`config.mk`:
```
export PLATFORM = sky130hd
export DESIGN_NAME = pkfb_multich_fifo_flat
export DESIGN_NICKNAME = d
export VERILOG_FILES = /design/src/rtl/pkfb_multich_fifo_if.sv /design/src/rtl/pkfb_multich_fifo.sv /design/src/flat_wrapper.sv
export SDC_FILE = /design/constraint.sdc
export NUM_CORES = 2
export LEC_CHECK = 0
export CORE_MARGIN = 2
export CORE_UTILIZATION = 27
export DETAILED_ROUTE_END_ITERATION = 6
export PLACE_DENSITY_LB_ADDON = 0.15
export SYNTH_ARGS = -nofsm -noshare
export SYNTH_HDL_FRONTEND = slang
export SYNTH_SLANG_ARGS = --single-unit
```
`constraint.sdc`:
```
create_clock -name WB_CLK -period 6.61 [get_ports WB_CLK]
set_input_delay 0.9915 -clock WB_CLK [delete_from_list [all_inputs] [get_ports WB_CLK]]
set_output_delay 0.9915 -clock WB_CLK [all_outputs]
set_load 0.01 [all_outputs]
```
`src/rtl/pkfb_multich_fifo_if.sv`:
```
// rtl/pkfb_multich_fifo_if.sv - push/pop/status bundle for the multichannel packet FIFO
interface pkfb_multich_fifo_if #(
    parameter int NUM_CH = 4,
    parameter int DATA_W = 32,
    parameter int DEPTH  = 16
);
    localparam int CH_W  = (NUM_CH > 1) ? $clog2(NUM_CH) : 1;
    localparam int LVL_W = $clog2(DEPTH) + 1;

    logic [DATA_W-1:0]       FB_PKfbData;
    logic [NUM_CH-1:0]       FB_PKfbPush;
    logic                    FB_PKfbSOF;
    logic                    FB_PKfbEOF;
    logic [NUM_CH-1:0]       FB_PKfbOverflow;
    logic [NUM_CH-1:0]       Ovf_Clr;
    logic [CH_W-1:0]         Rd_Ch;
    logic                    Rd_Pop;
    logic [DATA_W-1:0]       Rd_Data;
    logic                    Rd_SOF;
    logic                    Rd_EOF;
    logic                    Rd_Vld;
    logic [NUM_CH-1:0]       Ch_Empty;
    logic [NUM_CH*LVL_W-1:0] Ch_Level;

    modport master (
        output FB_PKfbData, FB_PKfbPush, FB_PKfbSOF, FB_PKfbEOF, Ovf_Clr, Rd_Ch, Rd_Pop,
        input  FB_PKfbOverflow, Rd_Data, Rd_SOF, Rd_EOF, Rd_Vld, Ch_Empty, Ch_Level
    );

    modport slave (
        input  FB_PKfbData, FB_PKfbPush, FB_PKfbSOF, FB_PKfbEOF, Ovf_Clr, Rd_Ch, Rd_Pop,
        output FB_PKfbOverflow, Rd_Data, Rd_SOF, Rd_EOF, Rd_Vld, Ch_Empty, Ch_Level
    );
endinterface

```
`src/rtl/pkfb_multich_fifo.sv`:
```
// rtl/pkfb_multich_fifo.sv - NUM_CH packet FIFOs with sticky overflow and drop-to-next-SOF recovery
module pkfb_multich_fifo #(
    parameter int NUM_CH    = 4,
    parameter int DATA_W    = 32,
    parameter int DEPTH     = 16,
    parameter int DROP_MODE = 1
) (
    input  logic                WB_CLK,
    input  logic                WB_RST,
    pkfb_multich_fifo_if.slave  fb
);
    localparam int CH_W  = (NUM_CH > 1) ? $clog2(NUM_CH) : 1;
    localparam int LVL_W = $clog2(DEPTH) + 1;
    localparam int PTR_W = (DEPTH > 1) ? $clog2(DEPTH) : 1;
    localparam int WRD_W = DATA_W + 2;

    typedef enum logic {
        PASS = 1'b0,
        DROP = 1'b1
    } ch_state_t;

    logic [NUM_CH-1:0]            pop_ok;
    logic [NUM_CH-1:0][WRD_W-1:0] head_word;
    logic [WRD_W-1:0]             rd_word_d;
    logic [WRD_W-1:0]             rd_word_q;
    logic                         rd_vld_q;

    for (genvar i = 0; i < NUM_CH; i++) begin : g_ch
        ch_state_t         st_q, st_d;
        logic [PTR_W-1:0]  wr_ptr_q, rd_ptr_q;
        logic [LVL_W-1:0]  level_q;
        logic              ovf_q;
        logic              wr_en, ovf_set, full, push;
        logic [WRD_W-1:0]  mem [DEPTH];

        assign push      = fb.FB_PKfbPush[i];
        assign full      = (level_q == LVL_W'(DEPTH));
        // Pop looks only at pre-edge level, so an empty channel never falls through a same-cycle push.
        assign pop_ok[i] = fb.Rd_Pop && (fb.Rd_Ch == CH_W'(i)) && (level_q != '0);

        always_comb begin
            wr_en   = 1'b0;
            ovf_set = 1'b0;
            st_d    = st_q;
            if (push) begin
                unique case (st_q)
                    PASS: begin
                        if (!full) begin
                            wr_en = 1'b1;
                        end else begin
                            ovf_set = 1'b1;
                            if ((DROP_MODE != 0) && !fb.FB_PKfbEOF) begin
                                st_d = DROP;
                            end
                        end
                    end
                    DROP: begin
                        if (fb.FB_PKfbSOF) begin
                            if (!full) begin
                                wr_en = 1'b1;
                                st_d  = PASS;
                            end else begin
                                ovf_set = 1'b1;
                            end
                        end else if (fb.FB_PKfbEOF) begin
                            st_d = PASS;
                        end
                    end
                    default: st_d = PASS;
                endcase
            end
        end

        always_ff @(posedge WB_CLK or posedge WB_RST) begin
            if (WB_RST) begin
                st_q     <= PASS;
                wr_ptr_q <= '0;
                rd_ptr_q <= '0;
                level_q  <= '0;
                ovf_q    <= 1'b0;
            end else begin
                st_q <= st_d;
                if (wr_en) begin
                    wr_ptr_q <= wr_ptr_q + PTR_W'(1);
                end
                if (pop_ok[i]) begin
                    rd_ptr_q <= rd_ptr_q + PTR_W'(1);
                end
                level_q <= level_q + LVL_W'(wr_en) - LVL_W'(pop_ok[i]);
                // A fresh overflow beats a simultaneous clear so no event is lost.
                if (ovf_set) begin
                    ovf_q <= 1'b1;
                end else if (fb.Ovf_Clr[i]) begin
                    ovf_q <= 1'b0;
                end
            end
        end

        always_ff @(posedge WB_CLK) begin
            if (wr_en) begin
                mem[wr_ptr_q] <= {fb.FB_PKfbEOF, fb.FB_PKfbSOF, fb.FB_PKfbData};
            end
        end

        assign head_word[i]                       = mem[rd_ptr_q];
        assign fb.FB_PKfbOverflow[i]              = ovf_q;
        assign fb.Ch_Empty[i]                     = (level_q == '0);
        assign fb.Ch_Level[i*LVL_W +: LVL_W]      = level_q;
    end

    always_comb begin
        rd_word_d = rd_word_q;
        for (int c = 0; c < NUM_CH; c++) begin
            if (pop_ok[c]) begin
                rd_word_d = head_word[c];
            end
        end
    end

    always_ff @(posedge WB_CLK or posedge WB_RST) begin
        if (WB_RST) begin
            rd_vld_q  <= 1'b0;
            rd_word_q <= '0;
        end else begin
            rd_vld_q  <= |pop_ok;
            rd_word_q <= rd_word_d;
        end
    end

    assign fb.Rd_Data = rd_word_q[DATA_W-1:0];
    assign fb.Rd_SOF  = rd_word_q[DATA_W];
    assign fb.Rd_EOF  = rd_word_q[DATA_W+1];
    assign fb.Rd_Vld  = rd_vld_q;
endmodule

```
`src/flat_wrapper.sv`:
```
// flat-port wrapper written by rule: the top's interface ports become plain ports
module pkfb_multich_fifo_flat 
#(
    parameter int NUM_CH    = 4,
    parameter int DATA_W    = 32,
    parameter int DEPTH     = 16,
    parameter int DROP_MODE = 1
)
  (WB_CLK, WB_RST, fb_FB_PKfbData, fb_FB_PKfbPush, fb_FB_PKfbSOF, fb_FB_PKfbEOF, fb_Ovf_Clr, fb_Rd_Ch, fb_Rd_Pop, fb_FB_PKfbOverflow, fb_Rd_Data, fb_Rd_SOF, fb_Rd_EOF, fb_Rd_Vld, fb_Ch_Empty, fb_Ch_Level);
  pkfb_multich_fifo_if #(.NUM_CH(NUM_CH), .DATA_W(DATA_W), .DEPTH(DEPTH)) fb_i ();
  input  logic WB_CLK;
  input  logic WB_RST;
  input wire logic [$bits(fb_i.FB_PKfbData)-1:0] fb_FB_PKfbData;
  input wire logic [$bits(fb_i.FB_PKfbPush)-1:0] fb_FB_PKfbPush;
  input wire logic [$bits(fb_i.FB_PKfbSOF)-1:0] fb_FB_PKfbSOF;
  input wire logic [$bits(fb_i.FB_PKfbEOF)-1:0] fb_FB_PKfbEOF;
  input wire logic [$bits(fb_i.Ovf_Clr)-1:0] fb_Ovf_Clr;
  input wire logic [$bits(fb_i.Rd_Ch)-1:0] fb_Rd_Ch;
  input wire logic [$bits(fb_i.Rd_Pop)-1:0] fb_Rd_Pop;
  output wire logic [$bits(fb_i.FB_PKfbOverflow)-1:0] fb_FB_PKfbOverflow;
  output wire logic [$bits(fb_i.Rd_Data)-1:0] fb_Rd_Data;
  output wire logic [$bits(fb_i.Rd_SOF)-1:0] fb_Rd_SOF;
  output wire logic [$bits(fb_i.Rd_EOF)-1:0] fb_Rd_EOF;
  output wire logic [$bits(fb_i.Rd_Vld)-1:0] fb_Rd_Vld;
  output wire logic [$bits(fb_i.Ch_Empty)-1:0] fb_Ch_Empty;
  output wire logic [$bits(fb_i.Ch_Level)-1:0] fb_Ch_Level;
  assign fb_i.FB_PKfbData = fb_FB_PKfbData;
  assign fb_i.FB_PKfbPush = fb_FB_PKfbPush;
  assign fb_i.FB_PKfbSOF = fb_FB_PKfbSOF;
  assign fb_i.FB_PKfbEOF = fb_FB_PKfbEOF;
  assign fb_i.Ovf_Clr = fb_Ovf_Clr;
  assign fb_i.Rd_Ch = fb_Rd_Ch;
  assign fb_i.Rd_Pop = fb_Rd_Pop;
  assign fb_FB_PKfbOverflow = fb_i.FB_PKfbOverflow;
  assign fb_Rd_Data = fb_i.Rd_Data;
  assign fb_Rd_SOF = fb_i.Rd_SOF;
  assign fb_Rd_EOF = fb_i.Rd_EOF;
  assign fb_Rd_Vld = fb_i.Rd_Vld;
  assign fb_Ch_Empty = fb_i.Ch_Empty;
  assign fb_Ch_Level = fb_i.Ch_Level;
  pkfb_multich_fifo #(.NUM_CH(NUM_CH), .DATA_W(DATA_W), .DEPTH(DEPTH), .DROP_MODE(DROP_MODE)) u_core (.WB_CLK(WB_CLK), .WB_RST(WB_RST), .fb(fb_i));
endmodule
```
==> impl_metrics.toml <==
[placed_design]
portBuffers = 109
hpwlAfterDp_mm = 156
place_area_um2 = 94300
gp_congestion = 0.751
place_ws_ns = 1.79

[synthesis]
syn-instance-count = 3931
postSynthNetCount = 4026
ys_seq_elements = 2271
syn_area_per_cell_um2 = 22.3
netlist_area_um2 = 87600
synth_compound_area_share_pct = 2.00
synthTopCellsByArea = "edfxtp_1 75%, mux4_2 14%, dfrtp_1 2.7%"
yosysTopAreaCellShare_pct = 74.6
synth_cell_type_count = 59
synthMuxAreaShare_pct = 15.9
synth_ff_type = "edfxtp_1"
yosysWarningCount = 0
synth_area_leader_cell = "edfxtp_1"
seq_area_frac_synth_pct = 77.3
yosys.area_share.simple_pct = 2.38
synth_top_family_by_area = "multiplexers"
synthAdderAreaFrac_pct = 0.720
synth_edf_count = 2176
async_reset_ff_share_pct = 4.18
synth_xor_area_share_pct = 0.400

[layout]
fillers = 30905
final_area_um2 = 102000
layout_common_cells = "2176 x edfxtp_1, 558 x mux4_2, 271 x clkbuf_16, 126 x nand2_1, 126 x buf_4"
final_nets = 4334
drive_gt1_share_pct = 27.3
syn2layout_area_growth_pct = 16.9
mostFrequentLayoutCell = "edfxtp_1"

[timing]
fin_crit_sh_pct = 71.4
setup_viol = 0
fin_crit_ns = 4.72
fin_skew_ns = 0.0361
fin_ws_ns = 1.89
fmax_mhz = 212
drv_slew = 1
hold_viol = 0
worstMarginPinSlew_ns = 1.47
relSlewSlack_pct = -0.802
rsz0062_at_grt = "false"
setup-tns-final_ns = 0

[cts]
cts-resized-gates = 0
clk-insertion-delay-late_ns = 0.87
cts_hold_buf = 0
cts_buffers = 266
post_cts_buffers = 0
clk_path_buf_depth = 4
htreeDepth = 5
root_buffer = "clkbuf_16"
cts_sinks = 2271
clk_pin_slew_ns = 0.06
cts_tree = "done"

[worst_setup_path]
slowest_delay_ns = 1.20
critPathSlowestCell = "a2111oi_0"
cp.arrival_ns = 5.39
critPathMostFrequentCell = "buf_4"
critPathMaxFanout = 28
crit_buf_inv = 4
startpoint_type = "flop"
endpoint_kind = "flop"
path_class = "reg -> reg"
critPathTopFamily = "compound AO/OA/AOI/OAI gates"
required_ns = 7.29
cp_cell_sequence = "inv_1 > ha_1 > or4b_1 > nand4b_2 > inv_2 > buf_4 > nor3_4 > buf_4 > a2111oi_0 > a31oi_1"

[status]
violations = "max-capacitance violations, max-slew violations"
run_status = "complete, but fails checks"

[power]
peakVddDrop_mv = 0.258
cellLeakagePower_nw = 32.0
p_per_area_nw_per_um2 = 435
total_power_mw = 44.6

[worst_hold_path]
holdCritPathClass = "reg -> reg"

[global_routing]
grt_pass1_wl_mm = 370
grt_pass1_vias = 43179
antenna_found_initial = 15
grt_max_degree = 109
grt_overflow_total = 0
grtUsageTotal_pct = 16.0

[detailed_routing]
vias_per_cell = 4.72
drt-total-wl_mm = 268
dr.pass1.iters = 5
ant_nets = 0
drc = 0
wl_per_cell_um = 30.5
vias = 41339
drtIter0Drc = 3910

[job]
max_cap_violations = 1

[floorplanning]
fp.coreArea_um2 = 323000
die-area_um2 = 329000
die_w_um = 574
start_util_pct = 27.1
rows = 209
io_pins = 110
fp.dieH_um = 574
[cell type report]
type	count	area (µm²)	share of cell area (%)
repair buffers	240	2000	1.95
multi-input cells	1400	18900	18.4
clock buffers	349	7150	6.98
well taps	4325	5410	5.28
diodes	7	17.5	0.0171
flip-flops and latches	2271	67800	66.1
inverters	60	234	0.228
clock inverters	111	1000	0.981
[through the flow]
step | hold slack, ns | std cells | util (%)
6_report | 0.473 | 8763 | 31.7
4_1_cts | 0.479 | 8756 | 31.7
2_1_floorplan | 0.441 | 3931 | -
5_1_grt | 0.511 | 8758 | 31.7
3_3_place_gp | 0.461 | 8296 | 29.1
3_5_place_dp | 0.466 | 8296 | 29.1
[cells in the mapped netlist, types with 9 or more instances]
| cell type | number |
|---|---|
| buf_2 | 77 |
| buf_1 | 21 |
| mux4_2 | 558 |
| nor2b_1 | 32 |
| and2_1 | 87 |
| nand3_1 | 16 |
| a211oi_1 | 34 |
| edfxtp_1 | 2176 |
| o22ai_1 | 57 |
| xnor2_1 | 33 |
| dfrtp_1 | 95 |
| nand2_1 | 128 |
| clkbuf_1 | 87 |
| mux2_2 | 27 |
| nor4_1 | 23 |
| a31oi_1 | 31 |
| nor3b_1 | 12 |
| a22oi_1 | 26 |
| ha_1 | 44 |
| a2111oi_0 | 14 |
| a2111oi_2 | 10 |
| mux2i_1 | 103 |
| inv_1 | 56 |
| nor2_1 | 31 |
| o21ai_0 | 16 |
| buf_4 | 9 |
| a21oi_1 | 18 |
| and3_1 | 11 |
[logic make-up after synthesis]
kind of cell,Yosys count
adder cells (fa/ha/maj),48
AO/OA/AOI/OAI,243
multiplexers,688
buffers and inverters,260
flip-flops,2271
XOR/XNOR,40
AND/OR/NAND/NOR,381
[per-layer routing]
metal  GRT usage [%]  vias to the layer above  wire length [µm]
li1                -                    17132                 -
met1            22.4                    22869            120000
met2            26.6                     1038            131000
met3            2.35                      300             12500
met4            3.03                        0              4700
met5               0                        -                 0
[registers in the layout, indices dropped and copies added, names as in the netlist]
signal,flops
u_core.g_ch.level_q,20
u_core.fb.Rd_Vld,1
u_core.g_ch.rd_ptr_q,16
u_core.rd_word_q,34
u_core.g_ch.wr_ptr_q,16
u_core.g_ch.st_q,4
u_core.g_ch.mem,2176
u_core.g_ch.ovf_q,4
[final timing paths]
kind                       cells after the start                         end  slack (ns)                 startpoint
min in group asynchronous                      2        u_core.g_ch[3].ovf_q        0.62                     WB_RST
max in group asynchronous                      3  u_core.g_ch[2].rd_ptr_q[2]        4.50                     WB_RST
hold reg to reg                                2         u_core.g_ch[2].st_q        0.47        u_core.g_ch[2].st_q
hold / removal                                 2         u_core.g_ch[2].st_q        0.47        u_core.g_ch[2].st_q
setup / recovery                              10        u_core.rd_word_q[13]        1.89  u_core.g_ch[2].level_q[2]
setup reg to reg                              10        u_core.rd_word_q[13]        1.89  u_core.g_ch[2].level_q[2]
[power by group]
part / internal [mW] / switching [mW]
clock network: 8.06 / 5.95
logic: 5.03 / 6.99
registers: 17.4 / 1.13
[tightest hold or removal path, delay by kind of cell (launching register included)]
family	cells	cell delay (ns)
flip-flops	1	0.33
AND/OR/NAND/NOR	1	0.04
AO/OA/AOI/OAI	1	0.06
Power figures use the tool's default switching activity.
